$ cat src/rtl/uart_pkg.sv
// Shared types and baud constants for the UART receive path.
package uart_pkg;

  typedef enum logic [1:0] {
    PAR_NONE,
    PAR_ODD,
    PAR_EVEN
  } parity_e;

  typedef enum logic [2:0] {
    S_IDLE,
    S_START,
    S_DATA,
    S_PARITY,
    S_STOP,
    S_WAIT_HIGH
  } rx_state_e;

  localparam int CLKS_9600_50M   = 5208;
  localparam int CLKS_115200_50M = 434;

endpackage

$ cat src/rtl/uart_rx_fifo.sv
// First-word-fall-through receive FIFO; a push while full is accepted only
// when a pop frees a slot on the same edge.
module uart_rx_fifo #(
  parameter int WIDTH = 10,
  parameter int DEPTH = 4
) (
  input  logic             clk,
  input  logic             nRst,
  input  logic             push_i,
  input  logic [WIDTH-1:0] wdata_i,
  input  logic             pop_i,
  output logic [WIDTH-1:0] rdata_o,
  output logic             full_o,
  output logic             empty_o
);

  localparam int AW = $clog2(DEPTH);

  logic [WIDTH-1:0] mem_q [DEPTH];
  logic [AW:0]      wr_ptr_q;
  logic [AW:0]      rd_ptr_q;
  logic             do_pop;
  logic             do_push;

  assign empty_o = (wr_ptr_q == rd_ptr_q);
  assign full_o  = (wr_ptr_q[AW] != rd_ptr_q[AW]) &&
                   (wr_ptr_q[AW-1:0] == rd_ptr_q[AW-1:0]);
  assign do_pop  = pop_i && !empty_o;
  assign do_push = push_i && (!full_o || do_pop);
  assign rdata_o = mem_q[rd_ptr_q[AW-1:0]];

  always_ff @(posedge clk or negedge nRst) begin
    if (!nRst) begin
      wr_ptr_q <= '0;
      rd_ptr_q <= '0;
      for (int i = 0; i < DEPTH; i++) mem_q[i] <= '0;
    end else begin
      if (do_push) begin
        mem_q[wr_ptr_q[AW-1:0]] <= wdata_i;
        wr_ptr_q                <= wr_ptr_q + 1'b1;
      end
      if (do_pop) rd_ptr_q <= rd_ptr_q + 1'b1;
    end
  end

endmodule

$ cat src/rtl/uart_rx.sv
// UART receiver: 2-flop synchronizer, mid-bit sampling FSM with false-start
// rejection, optional parity, 1/2 stop bits, and a receive FIFO with error flags.
module uart_rx
  import uart_pkg::*;
#(
  parameter int      CLKS_PER_BIT = CLKS_9600_50M,
  parameter int      DATA_BITS    = 8,
  parameter parity_e PARITY       = PAR_NONE,
  parameter int      STOP_BITS    = 1,
  parameter int      FIFO_DEPTH   = 4
) (
  input  logic                 clk,
  input  logic                 nRst,
  input  logic                 rx_pin,
  output logic [DATA_BITS-1:0] rx_data,
  output logic                 rx_valid,
  input  logic                 rx_ready,
  output logic                 parity_err,
  output logic                 frame_err,
  output logic                 overrun,
  output logic                 busy,
  output rx_state_e            state_o
);

  localparam int CW = $clog2(CLKS_PER_BIT);
  localparam int IW = 4;
  localparam int EW = DATA_BITS + 2;
  localparam logic [CW-1:0] HALF_LAST = CW'(CLKS_PER_BIT / 2 - 1);
  localparam logic [CW-1:0] BIT_LAST  = CW'(CLKS_PER_BIT - 1);
  localparam logic [IW-1:0] DATA_LAST = IW'(DATA_BITS - 1);
  localparam logic [IW-1:0] STOP_LAST = IW'(STOP_BITS - 1);

  logic                 sync_q;
  logic                 rx_s_q;
  rx_state_e            state_q;
  logic [CW-1:0]        cnt_q;
  logic [IW-1:0]        idx_q;
  logic [DATA_BITS-1:0] shift_q;
  logic                 perr_q;
  logic                 ferr_q;
  logic                 push_q;
  logic [EW-1:0]        push_data_q;
  logic                 overrun_q;
  logic                 bit_tick;
  logic                 fifo_full;
  logic                 fifo_empty;
  logic                 pop;
  logic [EW-1:0]        head;

  always_ff @(posedge clk or negedge nRst) begin
    if (!nRst) begin
      sync_q <= 1'b1;
      rx_s_q <= 1'b1;
    end else begin
      sync_q <= rx_pin;
      rx_s_q <= sync_q;
    end
  end

  assign bit_tick = (cnt_q == BIT_LAST);

  always_ff @(posedge clk or negedge nRst) begin
    if (!nRst) begin
      state_q     <= S_IDLE;
      cnt_q       <= '0;
      idx_q       <= '0;
      shift_q     <= '0;
      perr_q      <= 1'b0;
      ferr_q      <= 1'b0;
      push_q      <= 1'b0;
      push_data_q <= '0;
    end else begin
      push_q <= 1'b0;
      case (state_q)
        S_IDLE: begin
          if (!rx_s_q) begin
            state_q <= S_START;
            cnt_q   <= '0;
            idx_q   <= '0;
            perr_q  <= 1'b0;
            ferr_q  <= 1'b0;
          end
        end
        S_START: begin
          // A start bit that is high again at its midpoint was a glitch.
          if (cnt_q == HALF_LAST) begin
            cnt_q   <= '0;
            state_q <= rx_s_q ? S_IDLE : S_DATA;
          end else cnt_q <= cnt_q + 1'b1;
        end
        S_DATA: begin
          if (bit_tick) begin
            cnt_q   <= '0;
            shift_q <= {rx_s_q, shift_q[DATA_BITS-1:1]};
            if (idx_q == DATA_LAST) begin
              idx_q   <= '0;
              state_q <= (PARITY == PAR_NONE) ? S_STOP : S_PARITY;
            end else idx_q <= idx_q + 1'b1;
          end else cnt_q <= cnt_q + 1'b1;
        end
        S_PARITY: begin
          if (bit_tick) begin
            cnt_q   <= '0;
            perr_q  <= ((^shift_q) ^ rx_s_q) != (PARITY == PAR_ODD);
            state_q <= S_STOP;
          end else cnt_q <= cnt_q + 1'b1;
        end
        S_STOP: begin
          if (bit_tick) begin
            cnt_q <= '0;
            if (idx_q == STOP_LAST) begin
              push_q      <= 1'b1;
              push_data_q <= {shift_q, perr_q, ferr_q | ~rx_s_q};
              idx_q       <= '0;
              // Returning to IDLE mid-stop-bit lets a back-to-back start edge in.
              state_q     <= rx_s_q ? S_IDLE : S_WAIT_HIGH;
            end else begin
              ferr_q <= ferr_q | ~rx_s_q;
              idx_q  <= idx_q + 1'b1;
            end
          end else cnt_q <= cnt_q + 1'b1;
        end
        S_WAIT_HIGH: begin
          if (rx_s_q) state_q <= S_IDLE;
        end
        default: state_q <= S_IDLE;
      endcase
    end
  end

  // Handshake: an entry transfers on a clock edge where rx_valid && rx_ready;
  // the head entry is held stable while rx_valid && !rx_ready.
  assign pop = rx_valid && rx_ready;

  always_ff @(posedge clk or negedge nRst) begin
    if (!nRst) overrun_q <= 1'b0;
    else       overrun_q <= push_q && fifo_full && !pop;
  end

  uart_rx_fifo #(
    .WIDTH (EW),
    .DEPTH (FIFO_DEPTH)
  ) u_fifo (
    .clk     (clk),
    .nRst    (nRst),
    .push_i  (push_q),
    .wdata_i (push_data_q),
    .pop_i   (pop),
    .rdata_o (head),
    .full_o  (fifo_full),
    .empty_o (fifo_empty)
  );

  assign rx_valid   = !fifo_empty;
  assign rx_data    = head[EW-1:2];
  assign parity_err = head[1];
  assign frame_err  = head[0];
  assign overrun    = overrun_q;
  assign busy       = (state_q != S_IDLE);
  assign state_o    = state_q;

endmodule

$ cat config.mk
export PLATFORM = sky130hd
export DESIGN_NAME = uart_rx
export DESIGN_NICKNAME = d
export VERILOG_FILES = /design/src/rtl/uart_pkg.sv /design/src/rtl/uart_rx_fifo.sv /design/src/rtl/uart_rx.sv
export SDC_FILE = /design/constraint.sdc
export NUM_CORES = 1
export LEC_CHECK = 0
export ABC_CLOCK_PERIOD_IN_PS = 2000
export BUFFER_PORTS_ARGS = -buffer_cell sky130_fd_sc_hd__buf_2
export CAP_MARGIN = 40
export CORE_MARGIN = 1.5
export CORE_UTILIZATION = 48
export DETAILED_ROUTE_END_ITERATION = 6
export GPL_TIMING_DRIVEN = 0
export SYNTH_ARGS = -nofsm -noshare
export SYNTH_HDL_FRONTEND = slang
export SYNTH_SLANG_ARGS = --single-unit
$ cat constraint.sdc
create_clock -name clk -period 2 [get_ports clk]
set_input_delay 0.3 -clock clk [delete_from_list [all_inputs] [get_ports clk]]
set_output_delay 0.3 -clock clk [all_outputs]
set_load 0.02 [all_outputs]
==> results.tsv, run 1 <==
stage	metric	value	unit
layout	Design Area, Final	5080	µm²
timing	worst slew pin tran	493	ps
pwr	Pleak	2.46	nW
setup_path	Critical Path End Type	output port	
setup_path	crit path cell chain	buf_12 > mux4_2 > buf_2	
setup_path	worst-path cell with the longest stage delay	mux4_2	
clock_tree	CTS Buffer Depth	2	
synthesis	cell area after synthesis	4440	µm²
clock_tree	CTS clk-pin slew, worst paths	90	ps
timing	skew final	10.3	ps
floorplanning	Die Y	99.2	µm
clock_tree	CTS H-Tree Depth	3	
grt	vias in the first global route	2790	
synthesis	Synth area leaders	dfrtp_1 50%, mux2_2 13%, mux4_2 5.1%	
layout	layout cell share with drive strength beyond 1	37.5	%
pwr	P per Cell Area	726	nW/µm²
placed_design	dpl cell area	4700	µm²
timing	Worst slew margin	67.1	%
pwr	Max VDD drop	405	µV
floorplanning	Rows	34	
synthesis	post-synthesis sequential area ratio	50.8	%
setup_path	Worst setup SP type	register	
pwr	power share of the clock group	36.9	%
timing	worst hold margin	42.1	ps
placed_design	pre-CTS WS	-135	ps
floorplanning	die width	99.2	µm
setup_path	crit-path max cell delay	510	ps
synthesis	post-synth cell types	59	
floorplanning	die area	9830	µm²
timing	TNS Setup	0	ps
setup_path	Worst Path Max Fanout	10	
routing	drt drc	0	
pwr	internal power	2.78	mW
layout	ANT cells	0	
synthesis	largest area contributor in the netlist	dfrtp_1	
pwr	Comb power frac	11.7	%
routing	WL/cell	16.9	µm
setup_path	Data arrival, critical path	1640	ps
timing	final setup fails	0	
floorplanning	Core Box Area	8850	µm²
synthesis	number of synthesized flops with an enable pin	0	
placed_design	GP Congestion	0.897	
synthesis	ys flop type	dfrtp_1	
routing	via count	2873	
synthesis	Syn Inst Count	345	
synthesis	Synth Warn #	0	
routing	initial DRC count	96	
routing	Antenna Violating Nets Remaining	0	
grt	GRT Util Overall	17.9	%
grt	largest net degree at the start of global routing	60	
placed_design	DP Wirelength	5.47	mm
clock_tree	clk root buf	clkbuf_8	
layout	final core utilization	57.4	%
grt	first-pass GRT wire length	13.9	mm
pwr	switching share of total power	24.6	%
timing	Fin. Hold Viols	0	
outcome	status	complete, no violations	
clock_tree	Clock Sinks	90	
timing	final worst slack	64.2	ps
setup_path	worst path required time	1700	ps
synthesis	synthesized net count	357	
setup_path	crit path kind	register to output port	
setup_path	Worst R2R Setup Slack	70	ps
synthesis	Post-synth ARST share	100	%
routing	drt total wl	8.48	mm
floorplanning	Initial Util	50.2	%
worst_hold_path	Cells on Worst Hold Path	1	
timing	Tmin final	1940	ps
pwr	Power Total	3.69	mW
layout	Finished Layout Cells	503	
clock_tree	clock latency on the worst-skew pair	350	ps
layout	synthesis-to-finish area growth	14.4	%
placed_design	dpl cells	473	
worst_hold_path	Tightest Hold Check Type	primary input to register	
layout	nets@finish	402	
grt	initial antenna violation count	0	
routing	Via density	5.71	
layout	Layout fillers	774	
timing	fmax	517	MHz
routing	drt pass-1 iters	4	
placed_design	Port Buf Inserts	19	
synthesis	Synth top area share	49.6	%
timing	Tcrit/Tclk final	96.8	%
timing	max-slew violations	0	
clock_tree	CTS Buf Count	9	
flow_run	Max-cap violations	0	
setup_path	worst reg2reg path depth	6	
synthesis	post-synthesis register bit count	90	
clock_tree	TritonCTS clock tree	yes	
floorplanning	Top Ports	20	
pwr	Psw	0.908	mW
timing	RSZ-0062 raised after global routing	true	
grt	total gr overflow	0	
synthesis	synthesized area per cell	12.9	µm²
pwr	Seq pwr share	51.4	%
-- routing by layer --
| layer | GRT usage, % | share of wire (%) |
|---|---|---|
| met2 | 28.1 | 47 |
| met3 | 2.53 | 2.6 |
| met1 | 24.9 | 48 |
| met5 | 0 | 0 |
| met4 | 7.91 | 2.1 |
-- path summary, 6_finish.rpt --
check	to	from
max	rx_data[5]	u_fifo.rd_ptr_q[0]
min	sync_q	rx_pin
max reg2reg	shift_q[1]	cnt_q[3]
min reg2reg	rx_s_q	sync_q
max in group asynchronous	u_fifo.mem_q[18]	nRst
min in group asynchronous	u_fifo.wr_ptr_q[0]	nRst
-- layout by cell type (no fill, tap or decap), types with 5 or more instances in the layout --
cell type,n
a21oi_1,13
a31oi_1,9
and3_1,5
buf_2,25
buf_4,18
clkbuf_8,9
dfrtp_1,87
ha_1,7
inv_1,9
mux2_1,6
mux2_2,50
mux4_2,10
nand2_1,19
nand3_1,15
nor2_1,9
o211ai_1,8
xnor2_1,13
-- worst max-delay path: cells and delay by family, from the launching register on --
kind                   cells  cell delay (ps)
flip-flops                 1              430
buffers and inverters      2              350
multiplexers               1              510
-- area by class of cell --
cell class                      count  area, µm²  share of cell area (%)
Inverter                            9       33.8                   0.665
Clock buffer                       10        128                    2.51
Sequential cell                    90       2260                    44.4
Clock inverter                      6       90.1                    1.77
Multi-Input combinational cell    228       2070                    40.7
Timing Repair Buffer               36        243                    4.78
Buffer                             16        128                    2.51
Tap cell                          108        135                    2.66
-- state kept, by name, indices dropped and copies added (netlist names) --
| register | cells |
|---|---|
| ferr_q | 1 |
| overrun | 1 |
| u_fifo.wr_ptr_q | 3 |
| cnt_q | 13 |
| u_fifo.rd_ptr_q | 3 |
| rx_s_q | 1 |
| shift_q | 8 |
| push_data_q | 10 |
| sync_q | 1 |
| state_o | 3 |
| idx_q | 4 |
| push_q | 1 |
| u_fifo.mem_q | 40 |
| perr_q | 1 |
-- kinds of logic (layout without fill, tap and decap cells) --
group / count (synthesis) / in the layout / synth area share (%)
xor gates and xnor gates: 14 / 14 / 2.76
AOI/OAI and AO/OA: 52 / 52 / 8.51
muxes: 69 / 69 / 20.0
adders and majority gates: 8 / 8 / 2.25
DFF: 90 / 90 / 50.8
and+or+nand+nor: 85 / 85 / 12.0
buffers and inverters: 27 / 77 / 3.61
-- synthesized netlist by cell type, types with 2 or more instances --
cell      number
ha_1           8
dfstp_2        2
nor4b_1        3
nand2_1       19
o21ai_0        3
mux2_1         7
o21ai_1        2
nand2_2        4
buf_4          4
a21oi_1       13
buf_6          5
and3_1         6
o211ai_1       8
xnor2_1       13
buf_2          5
a41oi_1        2
nand3_1       15
mux2_2        52
nor2_1         9
inv_1          9
and2b_1        2
nor4bb_1       2
or3_1          2
a31oi_1        9
nand4b_1       2
nand4_1        2
and2_1         2
and4bb_2       3
mux4_2        10
clkbuf_1       4
dfrtp_1       88
a22o_1         2
o31ai_1        2
-- power by group through the flow --
stage          Clock (mW)  Sequential, mW  Combinational [mW]
2_1_floorplan           0            1.92               0.270
3_3_place_gp            0            1.93               0.373
3_5_place_dp            0            1.93               0.386
4_1_cts              1.40            1.90               0.422
5_1_grt              1.46            1.91               0.466
6_report             1.36            1.90               0.431
-- repair_timing --
item | CTS | global route
hold endpoints to repair | 29 | 0
gates resized for setup | 8 | 7
setup endpoints to repair | 28 | 24
pin swaps | 1 | 6
gates cloned | 0 | 2
setup buffers | 2 | 11
hold buffers | 1 | 0
(Power assumes the default switching activity.)
==> inputs of run 2 (changes only) <==
--- a/config.mk
+++ b/config.mk
@@ -14,4 +14,5 @@
 export GPL_TIMING_DRIVEN = 0
 export SYNTH_ARGS = -nofsm -noshare
 export SYNTH_HDL_FRONTEND = slang
+export SYNTH_HIERARCHICAL = 1
 export SYNTH_SLANG_ARGS = --single-unit
==> run 2 against run 1 <==
- the flow now finishes with violations (negative setup slack)
- clock-buffer cell count fell by 1
- core utilization is 11 points higher
- clock skew up 3.7 ps
- sequential cell count did not move
- register-to-register slack worse by 300 ps
- routed wire length rose by 20%
- synthesized cell count is 4.6% higher
- via count is 12% higher
- non-clock buffer count increased by 35
- clock power down 7%
- first-iteration DRC count down 20%
- critical endpoint is now state_o[1]
- largest cell class is now multi-input combinational cells
- largest power group unchanged
==> results.tsv, run 2 <==
stage	metric	value	unit	change
floorplanning	die area	10200	µm²	was 9830 µm²
layout	synthesis-to-finish area growth	37.2	%	was 14.4%
layout	multi-input combinational cell area	2760	µm²	was 2070 µm²
clock_tree	TritonCTS clock tree	yes		unchanged
routing	wire length on met1	4.83	mm	was 4.08 mm
grt	vias in the first global route	3161		was 2790
clock_tree	CTS clk-pin slew, worst paths	110	ps	was 90 ps
clock_tree	clk root buf	clkbuf_8		unchanged
grt	total gr overflow	0		unchanged
grt	GRT Util Overall	20.6	%	was 17.9%
layout	max FFs per register	40		unchanged
layout	FF+latch area	2270	µm²	was 2260 µm²
synthesis	largest area contributor in the netlist	dfrtp_1		unchanged
routing	met2 wire length	5.08	mm	was 4.01 mm
synthesis	Synth top area share	47.9	%	was 49.6%
setup_path	Worst Path Max Fanout	6		was 10
setup_path	Critical Path End Type	register		was output port
grt	first-pass GRT wire length	16.1	mm	was 13.9 mm
floorplanning	Rows	35		was 34
timing	final worst slack	-233	ps	was 64.2 ps
routing	met3 wire length	169	µm	was 218 µm
clock_tree	CTS Buf Count	9		unchanged
pwr	P per Cell Area	700	nW/µm²	was 726 nW/µm²
routing	drt total wl	10.2	mm	was 8.48 mm
routing	Via density	5.56		was 5.71
timing	RSZ-0062 raised after global routing	true		unchanged
clock_tree	CTS Buffer Depth	2		unchanged
timing	Tmin final	2230	ps	was 1940 ps
timing	skew final	14.0	ps	was 10.3 ps
routing	WL/cell	17.7	µm	was 16.9 µm
synthesis	Synth Warn #	6		was 0
layout	Layout fillers	665		was 774
synthesis	synthesized net count	374		was 357
synthesis	most frequent cell after synthesis	dfrtp_1		unchanged
layout	Design Area, Final	6310	µm²	was 5080 µm²
synthesis	number of synthesized flops with an enable pin	0		unchanged
floorplanning	Top Ports	20		unchanged
layout	layout cell share with drive strength beyond 1	52.9	%	was 37.5%
routing	max layer used	met4		unchanged
layout	nets@finish	456		was 402
floorplanning	Initial Util	49.5	%	was 50.2%
placed_design	GP Congestion	0.868		was 0.897
layout	commonest cells after routing, fill and taps aside	79 x dfrtp_1, 61 x mux2_4, 35 x buf_6		was 87 x dfrtp_1, 50 x mux2_2, 25 x buf_2
timing	worst hold margin	29.8	ps	was 42.1 ps
placed_design	dpl cells	513		was 473
grt	initial antenna violation count	0		unchanged
setup_path	Data arrival, critical path	2500	ps	was 1640 ps
flow_run	Max-cap violations	0		unchanged
synthesis	ys flop type	dfrtp_1		unchanged
placed_design	DP Wirelength	6.05	mm	was 5.47 mm
floorplanning	die width	101	µm	was 99.2 µm
timing	Fin. Hold Viols	0		unchanged
synthesis	cell area after synthesis	4600	µm²	was 4440 µm²
timing	Worst slew margin	45.9	%	was 67.1%
floorplanning	Die Y	101	µm	was 99.2 µm
synthesis	post-synthesis register bit count	90		unchanged
synthesis	post-synth cell types	64		was 59
pwr	Max VDD drop	448	µV	was 405 µV
placed_design	Port Buf Inserts	19		unchanged
clock_tree	Clock Sinks	90		unchanged
synthesis	Post-synth ARST share	100	%	unchanged
routing	via count	3206		was 2873
routing	Antenna Violating Nets Remaining	0		unchanged
setup_path	Worst setup SP type	register		unchanged
setup_path	worst path required time	2260	ps	was 1700 ps
outcome	failing checks	negative setup slack		
placed_design	dpl cell area	5260	µm²	was 4700 µm²
clock_tree	CTS H-Tree Depth	3		unchanged
layout	Top reg by flops	u_fifo/mem_q		was u_fifo.mem_q
synthesis	Synth area leaders	dfrtp_1 48%, mux2_2 11%, mux4_2 4.9%		was dfrtp_1 50%, mux2_2 13%, mux4_2 5.1%
layout	Finished Layout Cells	577		was 503
layout	ANT cells	0		unchanged
outcome	status	finished with violations		was complete, no violations
setup_path	crit path kind	register to register		was register to output port
floorplanning	Core Box Area	9280	µm²	was 8850 µm²
timing	max-slew violations	0		unchanged
synthesis	Syn Inst Count	361		was 345
synthesis	top post-synthesis cells by count	88 x dfrtp_1, 43 x mux2_2, 17 x nand2_1, 15 x nor2_1		was 88 x dfrtp_1, 52 x mux2_2, 19 x nand2_1, 15 x nand3_1
pwr	Pleak	2.97	nW	was 2.46 nW
timing	final setup fails	90		was 0
layout	largest registers	u_fifo/mem_q x40, cnt_q x13, push_data_q x10		was u_fifo.mem_q x40, cnt_q x13, push_data_q x10
timing	TNS Setup	-13030	ps	was 0 ps
timing	Tcrit/Tclk final	112	%	was 96.8%
synthesis	synthesized area per cell	12.7	µm²	was 12.9 µm²
routing	drt pass-1 iters	4		unchanged
worst_hold_path	Tightest Hold Check Type	primary input to register		unchanged
layout	commonest non-fill, non-tap cell in the layout	dfrtp_1		unchanged
routing	drt drc	0		unchanged
timing	worst slew pin tran	807	ps	was 493 ps
timing	fmax	448	MHz	was 517 MHz
synthesis	post-synthesis sequential area ratio	49.0	%	was 50.8%
grt	largest net degree at the start of global routing	67		was 60
clock_tree	clock latency on the worst-skew pair	360	ps	was 350 ps
routing	initial DRC count	77		was 96
## run 2: changes by cell type in the layout (fill, tap and decap cells not counted), sizes merged, moves of 4 or more
cell    delta
o211ai     -5
buf       +32
o21ai      +5
and3       -4
xnor2      -5
nand3      -5
nor2       +5
nand2      -6
a21oi      -6
inv        +4
o41ai      +5
nor3       +4
xor2       +5
## run 2: where the power goes
| part | switching (mW) | total (mW) | leakage [nW] | internal, mW |
|---|---|---|---|---|
| combinational | 0.622 | 1.22 | 1.65 | 0.601 |
| clock | 0.765 | 1.26 | 0.103 | 0.500 |
| sequential | 0.0712 | 1.93 | 1.21 | 1.86 |
| total | 1.46 | 4.42 | 2.97 | 2.96 |
## run 2: timing repair
action                                  CTS  global route
pin swaps                                26            19
hold buffers                              1             0
buffers inserted                         36            12
cloned                                    5             0
resized for setup                        54            68
endpoints found under the hold margin    22             0
endpoints found under the setup margin   96            96
## run 2: final timing paths
check / from / endpoint / slack [ps] / cells past startpoint
max: cnt_q[0] / state_o[1] / -230 / 6
min: rx_pin / sync_q / 30 / 1
max reg2reg: cnt_q[0] / state_o[1] / -230 / 6
min reg2reg: sync_q / rx_s_q / 360 / 0
max in group asynchronous: nRst / u_fifo/mem_q[11] / 970 / 3
min in group asynchronous: nRst / overrun / 390 / 2
## run 2: layout make-up
cell class / instances / share of cell area (%)
buffer: 12 / 2.14
inverter: 11 / 0.654
tap: 129 / 2.56
clock buffer: 9 / 1.96
clock inverter: 7 / 1.29
timing repair buffer: 75 / 11.7
multi-input combinational: 244 / 43.8
sequential: 90 / 35.9
## run 2: critical path, stage by stage, from the launching register on
cell and delay (ps):
dfrtp_1 380, ha_2 190, or4b_4 560, nor4_4 200, nor2_1 70, or3_4 440
mux2_4 310
## run 2: routing by layer
metal  global-route usage, %  vias to the layer above
li1                        -                     1507
met1                    27.9                     1659
met2                    33.9                       30
met3                    4.02                       10
met4                    5.42                        0
met5                       0                        -
## run 2: metrics by stage
step	total power, mW	setup slack (ps)	util (%)
final	4.42	-233	68.0
after global routing	4.61	-318	68.0
after CTS	4.26	-392	64.4
after detailed placement	2.67	-725	56.7
after global placement	2.64	-811	56.0
after floorplan	2.49	-527	-
## run 2: cells by family after synthesis
| kind of cell | Yosys count | share of synthesized area, % |
|---|---|---|
| AOI/OAI and AO/OA | 58 | 10.2 |
| xor gates and xnor gates | 14 | 2.99 |
| adders and majority gates | 9 | 2.45 |
| buffers and inverters | 27 | 2.64 |
| DFF | 90 | 49.0 |
| muxes | 73 | 21.0 |
| and+or+nand+nor | 90 | 11.7 |
